==> src/rtl/shift_sequencer.sv <==
// rtl/shift_sequencer.sv - command sequencer driving a 4-bit shift/rotate register
//
// Purpose: accepts a one-cycle command (load value, operation, step count),
// parallel-loads the register once, applies the requested number of shift
// steps, then pulses done. While idle it reloads the register with its own
// contents, because the register has no hold mode.
//
// Ports:
//   clock         in   rising-edge clock
//   reset         in   asynchronous active-high reset, FSM to IDLE
//   start         in   command strobe, sampled only in IDLE
//   op[1:0]       in   00 load only, 01 rotate left, 10 rotate right, 11 ASR
//   count[2:0]    in   number of shift steps, 0-7
//   data[3:0]     in   value parallel-loaded before shifting
//   reg_q[3:0]    in   current register contents
//   par_loadn     out  0 = register loads reg_data
//   rotate_right  out  0 = rotate left
//   as_right      out  with rotate_right=1, arithmetic shift right
//   reg_data[3:0] out  register parallel data
//   busy          out  high outside IDLE
//   done          out  one-cycle pulse, reg_q holds the final result
module shift_sequencer (
  input  logic       clock,
  input  logic       reset,
  input  logic       start,
  input  logic [1:0] op,
  input  logic [2:0] count,
  input  logic [3:0] data,
  input  logic [3:0] reg_q,
  output logic       par_loadn,
  output logic       rotate_right,
  output logic       as_right,
  output logic [3:0] reg_data,
  output logic       busy,
  output logic       done
);

  typedef enum logic [1:0] {
    S_IDLE  = 2'd0,
    S_LOAD  = 2'd1,
    S_SHIFT = 2'd2,
    S_DONE  = 2'd3
  } state_t;

  state_t     state_q, state_d;
  logic [1:0] op_q, op_d;
  logic [2:0] count_q, count_d;
  logic [3:0] data_q, data_d;
  logic [2:0] cnt_q, cnt_d;

  always_ff @(posedge clock or posedge reset) begin
    if (reset) begin
      state_q <= S_IDLE;
      op_q    <= 2'd0;
      count_q <= 3'd0;
      data_q  <= 4'd0;
      cnt_q   <= 3'd0;
    end else begin
      state_q <= state_d;
      op_q    <= op_d;
      count_q <= count_d;
      data_q  <= data_d;
      cnt_q   <= cnt_d;
    end
  end

  always_comb begin
    state_d = state_q;
    op_d    = op_q;
    count_d = count_q;
    data_d  = data_q;
    cnt_d   = cnt_q;

    unique case (state_q)
      S_IDLE: begin
        if (start) begin
          op_d    = op;
          count_d = count;
          data_d  = data;
          state_d = S_LOAD;
        end
      end
      S_LOAD: begin
        // Load-only and zero-step commands skip SHIFT entirely, so the
        // counter is never loaded with zero and cannot underflow.
        if (op_q == 2'b00 || count_q == 3'd0) begin
          state_d = S_DONE;
        end else begin
          cnt_d   = count_q;
          state_d = S_SHIFT;
        end
      end
      S_SHIFT: begin
        cnt_d = cnt_q - 3'd1;
        // Leaving on cnt_q==1 gives exactly count_q shift edges.
        if (cnt_q == 3'd1) begin
          state_d = S_DONE;
        end
      end
      S_DONE: begin
        state_d = S_IDLE;
      end
      default: begin
        state_d = S_IDLE;
      end
    endcase
  end

  // Moore outputs: decoded from state and latched command only.
  always_comb begin
    par_loadn    = 1'b0;
    rotate_right = 1'b1;
    as_right     = 1'b0;
    reg_data     = reg_q;
    busy         = 1'b1;
    done         = 1'b0;

    unique case (state_q)
      S_IDLE: begin
        busy = 1'b0;
      end
      S_LOAD: begin
        reg_data = data_q;
      end
      S_SHIFT: begin
        par_loadn    = 1'b1;
        reg_data     = data_q;
        rotate_right = (op_q != 2'b01);
        as_right     = (op_q == 2'b11);
      end
      S_DONE: begin
        done = 1'b1;
      end
      default: begin
        busy = 1'b0;
      end
    endcase
  end

endmodule

==> config.mk <==
export PLATFORM = sky130hd
export DESIGN_NAME = shift_sequencer
export DESIGN_NICKNAME = d
export VERILOG_FILES = /design/src/rtl/shift_sequencer.sv
export SDC_FILE = /design/constraint.sdc
export NUM_CORES = 1
export LEC_CHECK = 0
export BUFFER_PORTS_ARGS = -buffer_cell sky130_fd_sc_hd__buf_2
export CELL_PAD_IN_SITES_DETAIL_PLACEMENT = 1
export CELL_PAD_IN_SITES_GLOBAL_PLACEMENT = 2
export CORE_MARGIN = 2
export CORE_UTILIZATION = 33
export CTS_CLUSTER_SIZE = 30
export DETAILED_ROUTE_END_ITERATION = 12
export PLACE_DENSITY_LB_ADDON = 0.1
export SLEW_MARGIN = 10
export SYNTH_ARGS = -nofsm -noshare
export SYNTH_HDL_FRONTEND = slang
export SYNTH_SLANG_ARGS = --single-unit
==> constraint.sdc <==
create_clock -name clock -period 4 [get_ports clock]
set_clock_uncertainty 0.15 [all_clocks]
set_input_delay 0.8 -clock clock [delete_from_list [all_inputs] [get_ports clock]]
set_output_delay 0.8 -clock clock [all_outputs]
set_load 0.03 [all_outputs]
* Word level (Yosys, flattened, before mapping)
Index checks and enable logic that the tools add are counted.
** Storage, ports and cells
- Bits in registers :: 14
- Output and inout bits :: 9
- Logic and storage cells :: 36
- Bits of input ports :: 16
** Cells by class
- Add/sub/neg operators :: 1
- Reductions and logical operators :: 9
- Equal/unequal tests :: 9
- Muxes and demuxes :: 12
** Operators with widths (number)
- case mux 2 bit (4 select lines) :: 1
- == test 2 bit (second input constant) :: 3
- two-way mux 1 bit :: 6
- inequality test 2 bit (second input constant) :: 3
- case mux 3 bit (2 select lines) :: 1
- AND reduction 2 bit :: 3
- logical NOT 2 bit :: 2
- two-way mux 2 bit :: 2
- two-way mux 4 bit :: 1
- == test 3 x 1 -> 1 bit (second input constant) :: 1
- logical NOT 3 bit :: 1
- two-way mux 3 bit :: 1
- subtractor 3 x 1 -> 3 bit (second input constant) :: 1
- == test 2 x 1 -> 1 bit (second input constant) :: 1
- inequality test 2 x 1 -> 1 bit (second input constant) :: 1
- nonzero test 2 bit :: 1
- OR reduction 2 bit :: 1
- logical OR 1 bit :: 1

* Longest topological paths before layout
Gate-level depths: netlist of the first run.
- Depth in word-level cells :: 4
- Depth in mapped cells :: 6

* Least setup slack after synthesis of the first run
OpenSTA, ideal clock, no wires.
- Kind :: register to output
- Start :: register state_q[0]
- End :: output as_right
- Data required time :: 3.050 ns
- Path buffers :: 1
- Path slack :: 1.682 ns
- Stages on the path, launching flop included :: 5
- Arrival time :: 1.368 ns
- Cells stage by stage :: dfrtp_1 inv_1 ha_1 buf_6 and3_1
** On the way
- Cells in the longest elaborated chain, start to end :: 2
** RTL lines
- from (decl) :: line 45 : state_t state_q, state_d;
- from (signal assigned) :: line 59 : state_q <= state_d;
- == test 2 bit :: line 118 : unique case (state_q)
- two-way mux 1 bit :: line 118
- to (decl) :: line 32 : output logic as_right,
Every way passes these cells.

* Final worst setup path of the first run
- Start :: register state_q[0]
- End :: output reg_data[1]
** On the way
- Cells in the longest elaborated chain, start to end :: 3
** RTL lines
- == test 2 bit or == test 2 x 1 -> 1 bit (tied branches) :: line 118
- OR reduction 2 bit (no line) *
- two-way mux 4 bit * :: line 118
- to (decl) :: line 33 : output logic [3:0] reg_data,
Mark *: on every way between the ends. The rest lies on a longest branch, timed or not.

==> metrics.md, run 1 <==
| Metric | Value |
|---|---|
| Status | complete, no violations |
| Worst-path clk slew | 0.08 ns |
| Max cap viols | 0 |
| Reg-to-Reg Start | state_q[0] |
| Total negative slack | 0 ns |
| Crit end category | output pin |
| Arr. time, crit path | 1.72 ns |
| First-pass GRT wire length | around 2800 um |
| Seq/Total Area, Yosys | between 40% and 50% |
| Sw Ratio | 44.69% |
| Unrepaired setup endpoints after global routing | false |
| F_max | approximately 370 MHz |
| Number of fillers in the final layout | 275 |
| Minimum clock period | around 2.7 ns |
| Sw power | approximately 0.0004 W |
| Area growth, synth to finish | 20.06% |
| Max-slew headroom | 64.51% |
| GRT overflow | 0 |
| # IOs | 25 |
| CP max FO | 5 |
| CTS Root Cell | clkbuf_4 |
| Fin. max-slew vios | 0 |
| Post-DR vias/cell | around 4.8 |
| Clk_lat worst skew | roughly 0.27 ns |
| Period utilization | 66.85% |
| Via count | 617 |
| Fin. Hold Viols | 0 |
| Largest net degree at the start of global routing | 15 |
| Worst vdd ir | 0.0004709 V |
| Routed wire per std cell | around 13 um |
| P per Cell Area | 889.2 nW/um^2 |
| Master of the slowest instance on the critical path | dfrtp_1 |
| CTS tree | yes |
| GRT Resource Usage Total | between 10% and 20% |
| WS Path Type | flip-flop to output pin |
| Type of the worst min-delay path | flip-flop to flip-flop |
| DR pass1 iterations | 2 |
| CTS Hold Buffers Added | 0 |
| Worst-Margin Slew | about 0.53 ns |
| Initial Util | ~34% |
| Fin nets | about 120 |
| HPWL Detailed | 1368 um |
| Internal power | around 0.0005 W |
| Clk pwr share | under 10% |
| Yosys reg bits | 14 |
| Chip width | roughly 55 um |
| Antenna-violating nets left | 0 |
| Cell Rows | 18 |
| Initial antenna violation count | 0 |
| # diodes | 0 |
| Vias in the first global route | 649 |
| Share of layout cells above drive strength 1 | 43.88% |
| Height of the chip | 54.52 um |
| Core area | around 2500 um^2 |
| Synth warn | 0 |
| Synth Area per Inst | approximately 12 um^2 |
| WP buf/inv | 2 |
| Req. time, crit path | 3.05 ns |
| CTS resizes | 0 |
| Count of different cell masters after synthesis | 24 |
| CP Launch Type | flip-flop |
| # Post-CTS Setup Buffers | 0 |
| Clock buffer depth | 2 |
| # port buffers | 24 |
| TritonCTS Buffers | 3 |
| H-tree levels | 1 |
| CP Launch Point | state_q[0] |
| Cell Chain, Critical Path | inv_1 -> ha_1 -> mux2_2 -> buf_2 |
| Hold Path Origin | data_q[2] |
| Final setup viols | 0 |
| Mapped cell area | roughly 840 um^2 |
| Die ar. | 2972 um^2 |
| Worst path top cell family by delay | flip-flops |
| Seq pwr share | between 30% and 40% |
| Clock sinks | 14 |
| Final routed DRC violation total | 0 |
| Total power | approximately 0.0009 W |
| Logic gate share of total power | between 50 and 60% |
| Gpl congestion | 0.7965 |
| P_leak | between 0.4 and 0.5 nW |
| Syn nets | 95 |
| Initial DRC count | 4 |
| Slowest Stage Delay on Critical Path | ~0.43 ns |
| Final wirelength | about 1700 um |
| Post-Syn Instances | 72 |
## cell type report
cell class / count / area (um^2) / share of cell area, %
sequential: 14 / 350.3 / 34.65
inverter: 8 / 30.03 / 2.970
multi-input combinational: 49 / 450.4 / 44.55
tap: 30 / 37.54 / 3.713
clock buffer: 3 / 22.52 / 2.228
timing repair buffer: 24 / 120.1 / 11.88
## cells by family (layout without fill, tap and decap cells)
kind of cell    count (synthesis)  after routing  share of synthesized area (%)
flops                          14             14                          41.61
compound gates                 11             11                          10.40
buf+inv                         9             35                          4.903
mux                            15             15                          19.91
simple gates                   16             16                          12.78
fa+ha+maj                       7              7                          10.40
## synth_stat cells, drive strengths merged
library cell / number / area, um^2
o32a: 2 / 20.02
o211ai: 2 / 15.01
nor4: 2 / 12.51
buf: 1 / 11.26
o31ai: 1 / 7.510
and3: 1 / 6.260
dfrtp: 14 / 350.3
nor4b: 1 / 15.01
a221o: 2 / 20.02
a21o: 1 / 7.510
or2: 1 / 6.260
nor2: 2 / 7.510
ha: 7 / 87.58
inv: 8 / 30.03
nand3b: 2 / 15.01
mux2i: 1 / 10.01
o21ai: 2 / 10.01
nand2b: 2 / 12.51
nand2: 2 / 7.510
or3: 1 / 6.260
a211oi: 1 / 7.510
nor3b: 1 / 12.51
mux2: 14 / 157.7
nor2b: 1 / 6.260
## cells in the final DEF (no fill, tap or decap), drive strengths merged, types with 2 or more instances in the layout
| master | instances |
|---|---|
| clkbuf | 3 |
| mux2 | 14 |
| o21ai | 2 |
| nor4 | 2 |
| nand2 | 2 |
| o32a | 2 |
| nor2 | 2 |
| nand3b | 2 |
| dfrtp | 14 |
| buf | 24 |
| inv | 8 |
| ha | 7 |
| nand2b | 2 |
| a221o | 2 |
| o211ai | 2 |
## worst paths after layout
path                          endpoint  slack [ns]  cells past startpoint
hold / removal               data_q[2]        0.36                      1
setup reg to reg              cnt_q[0]        2.01                      5
min in group asynchronous     cnt_q[0]        0.40                      2
setup / recovery           reg_data[1]        1.33                      4
hold reg to reg              data_q[2]        0.36                      1
max in group asynchronous    data_q[0]        2.95                      2
## per-stage QoR
stage	instance area (um^2)	util, %	cells	worst slack, ns	hold slack, ns
4_1_cts	1011	41.18	128	1.297	0.3575
3_3_place_gp	988.4	40.27	125	1.648	0.3323
5_1_grt	1011	41.18	128	1.214	0.3764
6_report	1011	41.18	128	1.326	0.3552
2_1_floorplan	842.1	-	72	1.682	0.3237
3_5_place_dp	988.4	40.27	125	1.609	0.3391
## per-layer routing
metal  vias up  part of all wire (%)  global-route usage, %
li1        313                     -                      -
met1       290                    48                  17.15
met2        12                    46                  22.09
met3         2                   4.5                  2.732
met4         0                  0.76                  7.500
met5         -                     0                      0
## flip-flops by register name, summed over array words and instances (netlist names)
signal and count:
cnt_q 3, state_q 2, data_q 4, op_q 2, count_q 3
## power by group through the flow
| stage | registers, W | logic, W | clock network, W |
|---|---|---|---|
| after floorplan | 0.000267 | 0.000448 | 0 |
| after CTS | 0.000283 | 0.000550 | 0.0000834 |
| after global placement | 0.000281 | 0.000542 | 0 |
| final | 0.000283 | 0.000538 | 0.0000786 |
| after global routing | 0.000294 | 0.000599 | 0.0000876 |
| after detailed placement | 0.000286 | 0.000548 | 0 |
No activity file was read; power rests on OpenSTA's default activity.
==> run 2, diff against run 1 <==
- ABC_AREA: unset -> 1
- CORE_UTILIZATION: 33 -> 25
- clock period: 4 -> 2.3 ns (I/O delays scaled with it)
==> run 2 against run 1 <==
Against the previous run:
- sequential share of layout area increased by 0.086 points
- count of clock-buffer cells in the layout unchanged
- largest cell class unchanged
- critical endpoint is now reg_data[0]
- via count grew 18%
==> metrics.md, run 2 <==
| Metric | Value |
|---|---|
| CTS tree | yes |
| Seq/Total Area, Yosys | 44.03% |
| HPWL Detailed | 1502 um |
| GRT Resource Usage Total | 12.47% |
| # IOs | 25 |
| GRT overflow | 0 |
| Req. time, crit path | about 1.7 ns |
| Cell Chain, Critical Path | inv_2 -> ha_2 -> inv_1 -> nand2_1 -> nand2_1 -> clkbuf_4 |
| Master of the slowest instance on the critical path | dfrtp_1 |
| R2R cell count | 4 |
| Syn nets | about 120 |
| Met2 usage | around a fifth |
| Worst vdd ir | 0.0005082 V |
| Chip width | 60.42 um |
| Height of the chip | 60.42 um |
| Commonest non-fill, non-tap cell in the layout | nand2_1 |
| Top reg by flops | data_q |
| Initial DRC count | 17 |
| P_leak | around 0.55 nW |
| CTS Root Cell | clkbuf_4 |
| EDFF count, synth | 0 |
| Fin. max-slew vios | 0 |
| # diodes | 0 |
| GRT met1 Usage | 15.48% |
| Vias in the first global route | 730 |
| Most frequent CP cell | nand2_1 |
| Clock buffer depth | 2 |
| Cell Rows | 20 |
| Fin nets | 148 |
| Crit end category | output pin |
| Final routed DRC violation total | 0 |
| Worst-Margin Slew | 0.5664 ns |
| Slowest Stage Delay on Critical Path | between 0.4 and 0.5 ns |
| Routed wire per std cell | ~11 um |
| WS Path Type | flip-flop to output pin |
| Max-slew headroom | between 60 and 70% |
| Synth warn | 0 |
| Number of fillers in the final layout | about 390 |
| Unrepaired setup endpoints after global routing | false |
| Most frequent cells in the layout | nand2_1, buf_2, dfrtp_1 |
| First-pass GRT wire length | roughly 3300 um |
| DP Cell Count | 163 |
| Critical R2R Capture | count_q[1] |
| Top cell type's share of synthesized area | 44.03% |
| Final setup viols | 0 |
| Initial Util | 26.07% |
| Clk_lat worst skew | around 0.28 ns |
| Reg-to-Reg Start | state_q[0] |
| Count of different cell masters after synthesis | 15 |
| Share of layout cells above drive strength 1 | ~34% |
| Yosys reg bits | 14 |
| TritonCTS Buffers | 3 |
| Core area | a little over 3000 um^2 |
| Synth area leader | dfrtp_1 |
| Most common cell in the netlist | nand2_1 |
| Type of the worst min-delay path | input pin to async pin |
| Largest register FFs | 4 |
| Largest regs | data_q x4, cnt_q x3, count_q x3 |
| # port buffers | 24 |
| Post-Syn Instances | 96 |
| Antenna-violating nets left | 0 |
| Worst-path clk slew | ~0.090 ns |
| Clock sinks | 14 |
| Area growth, synth to finish | 26.73% |
| Fin. Hold Viols | 0 |
| Worst reg2reg setup slack | between 0.6 and 0.7 ns |
| Post-DR vias/cell | between 4 and 5 |
| Post-Place Setup Slack | 0.3712 ns |
| DR pass1 iterations | 4 |
| Final wirelength | around 1900 um |
| CP Launch Type | flip-flop |
| Asr flop ratio synth | between 90% and 100% |
| CP max FO | 6 |
| Die ar. | roughly 3700 um^2 |
| Status | complete, no violations |
| Met3 Track Usage GR | under 10% |
| P per Cell Area | roughly 1600 nW/um^2 |
| Arr. time, crit path | around 1.5 ns |
| Minimum clock period | between 2 and 2.5 ns |
| Initial antenna violation count | 0 |
| Top cells by count, synth | nand2_1, dfrtp_1, inv_1, ha_1, nor2_1 |
| Synth Area per Inst | 8.289 um^2 |
| Gpl congestion | about 0.65 |
| Fin cells | 167 |
| Mapped cell area | roughly 800 um^2 |
| Max cap viols | 0 |
| Period utilization | a little over 90% |
| Largest net degree at the start of global routing | 15 |
| F_max | around 460 MHz |
| Total negative slack | 0 ns |
| Worst setup path end | reg_data[0] |
| Top Usage Layer GRT | met2 |
| Worst Slack Setup Final | 0.1473 ns |
| Via count | between 700 and 800 |
| Predominant post-synthesis flop cell | dfrtp_1 |
| CP Launch Point | state_q[0] |
| H-tree levels | 1 |
| Main area contributors after synthesis | dfrtp_1, nand2_1, ha_1 |
run 2: cell type report:
class | instances | area, um^2 | share of cell area (%)
multi-input combinational | 69 | 402.9 | 39.95
sequential | 14 | 350.3 | 34.74
timing repair buffer | 25 | 132.6 | 13.15
tap | 44 | 55.05 | 5.459
inverter | 12 | 45.04 | 4.466
clock buffer | 3 | 22.52 | 2.233
run 2: how the worst min path moves through the flow:
stage,cells after the start,from,endpoint,slack (ns)
after floorplan,1,reset,cnt_q[0],0.20
after global placement,1,data_q[0],data_q[0],0.35
after detailed placement,1,data_q[2],data_q[2],0.35
after CTS,2,reset,data_q[3],0.09
after global routing,2,reset,data_q[0],0.1
final,2,reset,data_q[3],0.07
run 2: power by group:
part	internal [W]	total [W]	switching [W]
combinational	0.000369	0.00101	0.000644
clock	0.0000608	0.000143	0.0000821
sequential	0.000373	0.000458	0.0000852
total	0.000803	0.00161	0.000812
run 2: cell families after synthesis:
kind of cell | after synthesis | synth area share (%)
and+or+nand+nor | 47 | 24.06
muxes | 6 | 8.490
DFF | 14 | 44.03
adders and majority gates | 7 | 11.01
AOI/OAI and AO/OA | 9 | 5.818
buffers and inverters | 13 | 6.604
run 2: stage by stage:
step	instance area, um^2	total power (W)	utilization (%)	hold slack (ns)
global route	1008	0.001812	33.03	0.09562
floorplan	800.8	0.001203	-	0.1992
finish	1008	0.001615	33.03	0.06768
detailed placement	968.4	0.001456	31.72	0.3470
global placement	968.4	0.001440	31.72	0.3471
CTS	991.0	0.001606	32.46	0.08989
run 2: worst max-delay path: cells and delay by family, from the launching register on:
kind,cells,cell delay [ns]
flip-flops,1,0.44
buffers and inverters,3,0.40
adder cells (fa/ha/maj),1,0.31
AND/OR/NAND/NOR,2,0.11
run 2: routing by layer:
layer | up-vias | share of wire (%)
met5 | - | 0
met4 | 0 | 1.5
met3 | 3 | 3.7
met2 | 14 | 51
met1 | 344 | 43
li1 | 364 | -
run 2: repair_timing:
action	in CTS	in global routing
resized for setup	0	6
endpoints found under the hold margin	0	0
buffers inserted	0	1
hold buffers	0	0
endpoints found under the setup margin	0	5
==> run 3, diff against run 2 <==
- CELL_PAD_IN_SITES_DETAIL_PLACEMENT: 1 -> unset
- CELL_PAD_IN_SITES_GLOBAL_PLACEMENT: 2 -> unset
- CORE_UTILIZATION: 25 -> 44
- PLACE_DENSITY: unset -> 0.73
- PLACE_DENSITY_LB_ADDON: 0.1 -> unset
==> run 3 against run 2 <==
Against the previous run:
- sequential power down 2%
- first-iteration DRC count up 35%
- via count down 5.8%
- die area down 41%
- design area down 3.4%
- non-clock buffer count unchanged
- cell count down 11%
- largest power group unchanged
- critical path type unchanged
==> metrics.md, run 3 (same netlist as run 2, synthesis figures left out) <==
| Metric | Value |
|---|---|
| Status | complete, no violations |
| Post-DP Area | 944.7 um^2 |
| Most frequent cells in the layout | nand2_1, buf_2, dfrtp_1 |
| Worst-path clk slew | roughly 0.08 ns |
| Largest regs | data_q x4, cnt_q x3, count_q x3 |
| Worst vdd ir | roughly 0.0010 V |
| Initial antenna violation count | 0 |
| Gpl congestion | 0.7565 |
| Top reg by flops | data_q |
| Max cap viols | 0 |
| GRT Resource Usage Total | roughly 17% |
| Height of the chip | approximately 47 um |
| DP Cell Count | 144 |
| WS Path Type | flip-flop to output pin |
| CTS tree | yes |
| Met3 Track Usage GR | about 4.3% |
| CP Launch Point | state_q[0] |
| GRT met1 Usage | between 20% and 30% |
| HPWL Detailed | about 1200 um |
| Largest register FFs | 4 |
| Post-DR vias/cell | roughly 4.6 |
| GRT overflow | 0 |
| Reg-to-Reg Start | state_q[0] |
| Storage cell area | ~350 um^2 |
| Fin nets | between 100 and 150 |
| Fin cells | approximately 150 |
| Top Usage Layer GRT | met2 |
| # diodes | 0 |
| Fin. max-slew vios | 0 |
| TritonCTS Buffers | 3 |
| Post-Place Setup Slack | approximately 0.40 ns |
| Share of layout cells above drive strength 1 | roughly a third |
| Via count | between 600 and 700 |
| DR pass1 iterations | 4 |
| Final wirelength | between 1000 and 1500 um |
| CP max FO | 6 |
| First-pass GRT wire length | ~2500 um |
| Worst-Margin Slew | ~0.52 ns |
| Clock buffer depth | 2 |
| Core area | around 1700 um^2 |
| Crit end category | output pin |
| Clk_lat worst skew | roughly 0.27 ns |
| Cell Rows | 15 |
| Chip width | between 40 and 50 um |
| Final setup viols | 0 |
| # IOs | 25 |
| CTS Hold Buffers Added | 0 |
| Initial Util | 46.59% |
| Number of fillers in the final layout | 156 |
| Vias in the first global route | 635 |
| # port buffers | 24 |
| Worst Slack Setup Final | about 0.13 ns |
| Cell Chain, Critical Path | inv_1 -> ha_1 -> inv_1 -> nand2_1 -> nand2_1 -> buf_2 |
| Clock sinks | 14 |
| P_leak | roughly 0.55 nW |
| Antenna-violating nets left | 0 |
| H-tree levels | 1 |
| Minimum clock period | approximately 2.2 ns |
| Total negative slack | 0 ns |
| P per Cell Area | between 1500 and 2000 nW/um^2 |
| Type of the worst min-delay path | input pin to async pin |
| Period utilization | 94.27% |
| Met2 usage | between 20% and 30% |
| Master of the slowest instance on the critical path | dfrtp_1 |
| Area occupied by multi-input gates | about 400 um^2 |
| Commonest non-fill, non-tap cell in the layout | nand2_1 |
| Area growth, synth to finish | 22.48% |
| Fin. Hold Viols | 0 |
| Arr. time, crit path | ~1.6 ns |
| Routed wire per std cell | about 10 um |
| Design area | slightly below 1000 um^2 |
| Req. time, crit path | roughly 1.7 ns |
| CP Launch Type | flip-flop |
| Largest net degree at the start of global routing | 15 |
| F_max | about 460 MHz |
| CTS Root Cell | clkbuf_4 |
| Max-slew headroom | 65.19% |
| Final routed DRC violation total | 0 |
| Initial DRC count | 23 |
| Die ar. | approximately 2200 um^2 |
| Slowest Stage Delay on Critical Path | about 0.39 ns |
run 3: changes by cell type in the layout (fill, tap and decap cells not counted), sizes merged:
| cell | change |
|---|---|
| buf | +2 |
| clkbuf | -2 |
run 3: layer usage:
metal,vias up,wire (um)
met5,-,0
met2,22,724
met4,0,29
met3,5,75
met1,301,656
li1,355,-
run 3: critical path, delay by kind of cell (launching register included):
family        cells  cell delay, ns
buf+inv           3            0.41
flops             1            0.39
fa+ha+maj         1            0.37
simple gates      2            0.11
run 3: area by class of cell:
cell class                      instances  share of cell area (%)
Inverter                               12                   4.621
Sequential cell                        14                   35.94
Clock buffer                            3                   2.311
Tap cell                               25                   3.209
Timing Repair Buffer                   25                   13.09
Multi-Input combinational cell         69                   40.82
run 3: stage by stage:
stage | hold slack [ns] | utilization (%) | power (W)
4_1_cts | 0.08542 | 56.63 | 0.001551
6_report | 0.06234 | 57.07 | 0.001553
2_1_floorplan | 0.1992 | - | 0.001203
3_3_place_gp | 0.3447 | 55.31 | 0.001388
3_5_place_dp | 0.3435 | 55.31 | 0.001414
5_1_grt | 0.1091 | 57.07 | 0.001708
run 3: power breakdown:
part | total [W] | internal, W | switching [W]
Combinational | 0.000969 | 0.000346 | 0.000623
Sequential | 0.000451 | 0.000373 | 0.0000774
Clock | 0.000133 | 0.0000606 | 0.0000725
Total | 0.00155 | 0.000780 | 0.000773
run 3: what timing repair did:
item	CTS	global route
gates resized for setup	0	1
endpoints found under the setup margin	0	5
setup buffers	0	1
run 3: final timing paths:
kind | end | slack (ns) | cells past startpoint
worst max-delay path | reg_data[1] | 0.13 | 6
worst min register to register | data_q[1] | 0.36 | 1
max in group asynchronous | state_q[1] | 1.59 | 2
min in group clock | count_q[0] | 0.27 | 2
worst max register to register | count_q[1] | 0.60 | 4
worst min-delay path | data_q[2] | 0.06 | 2
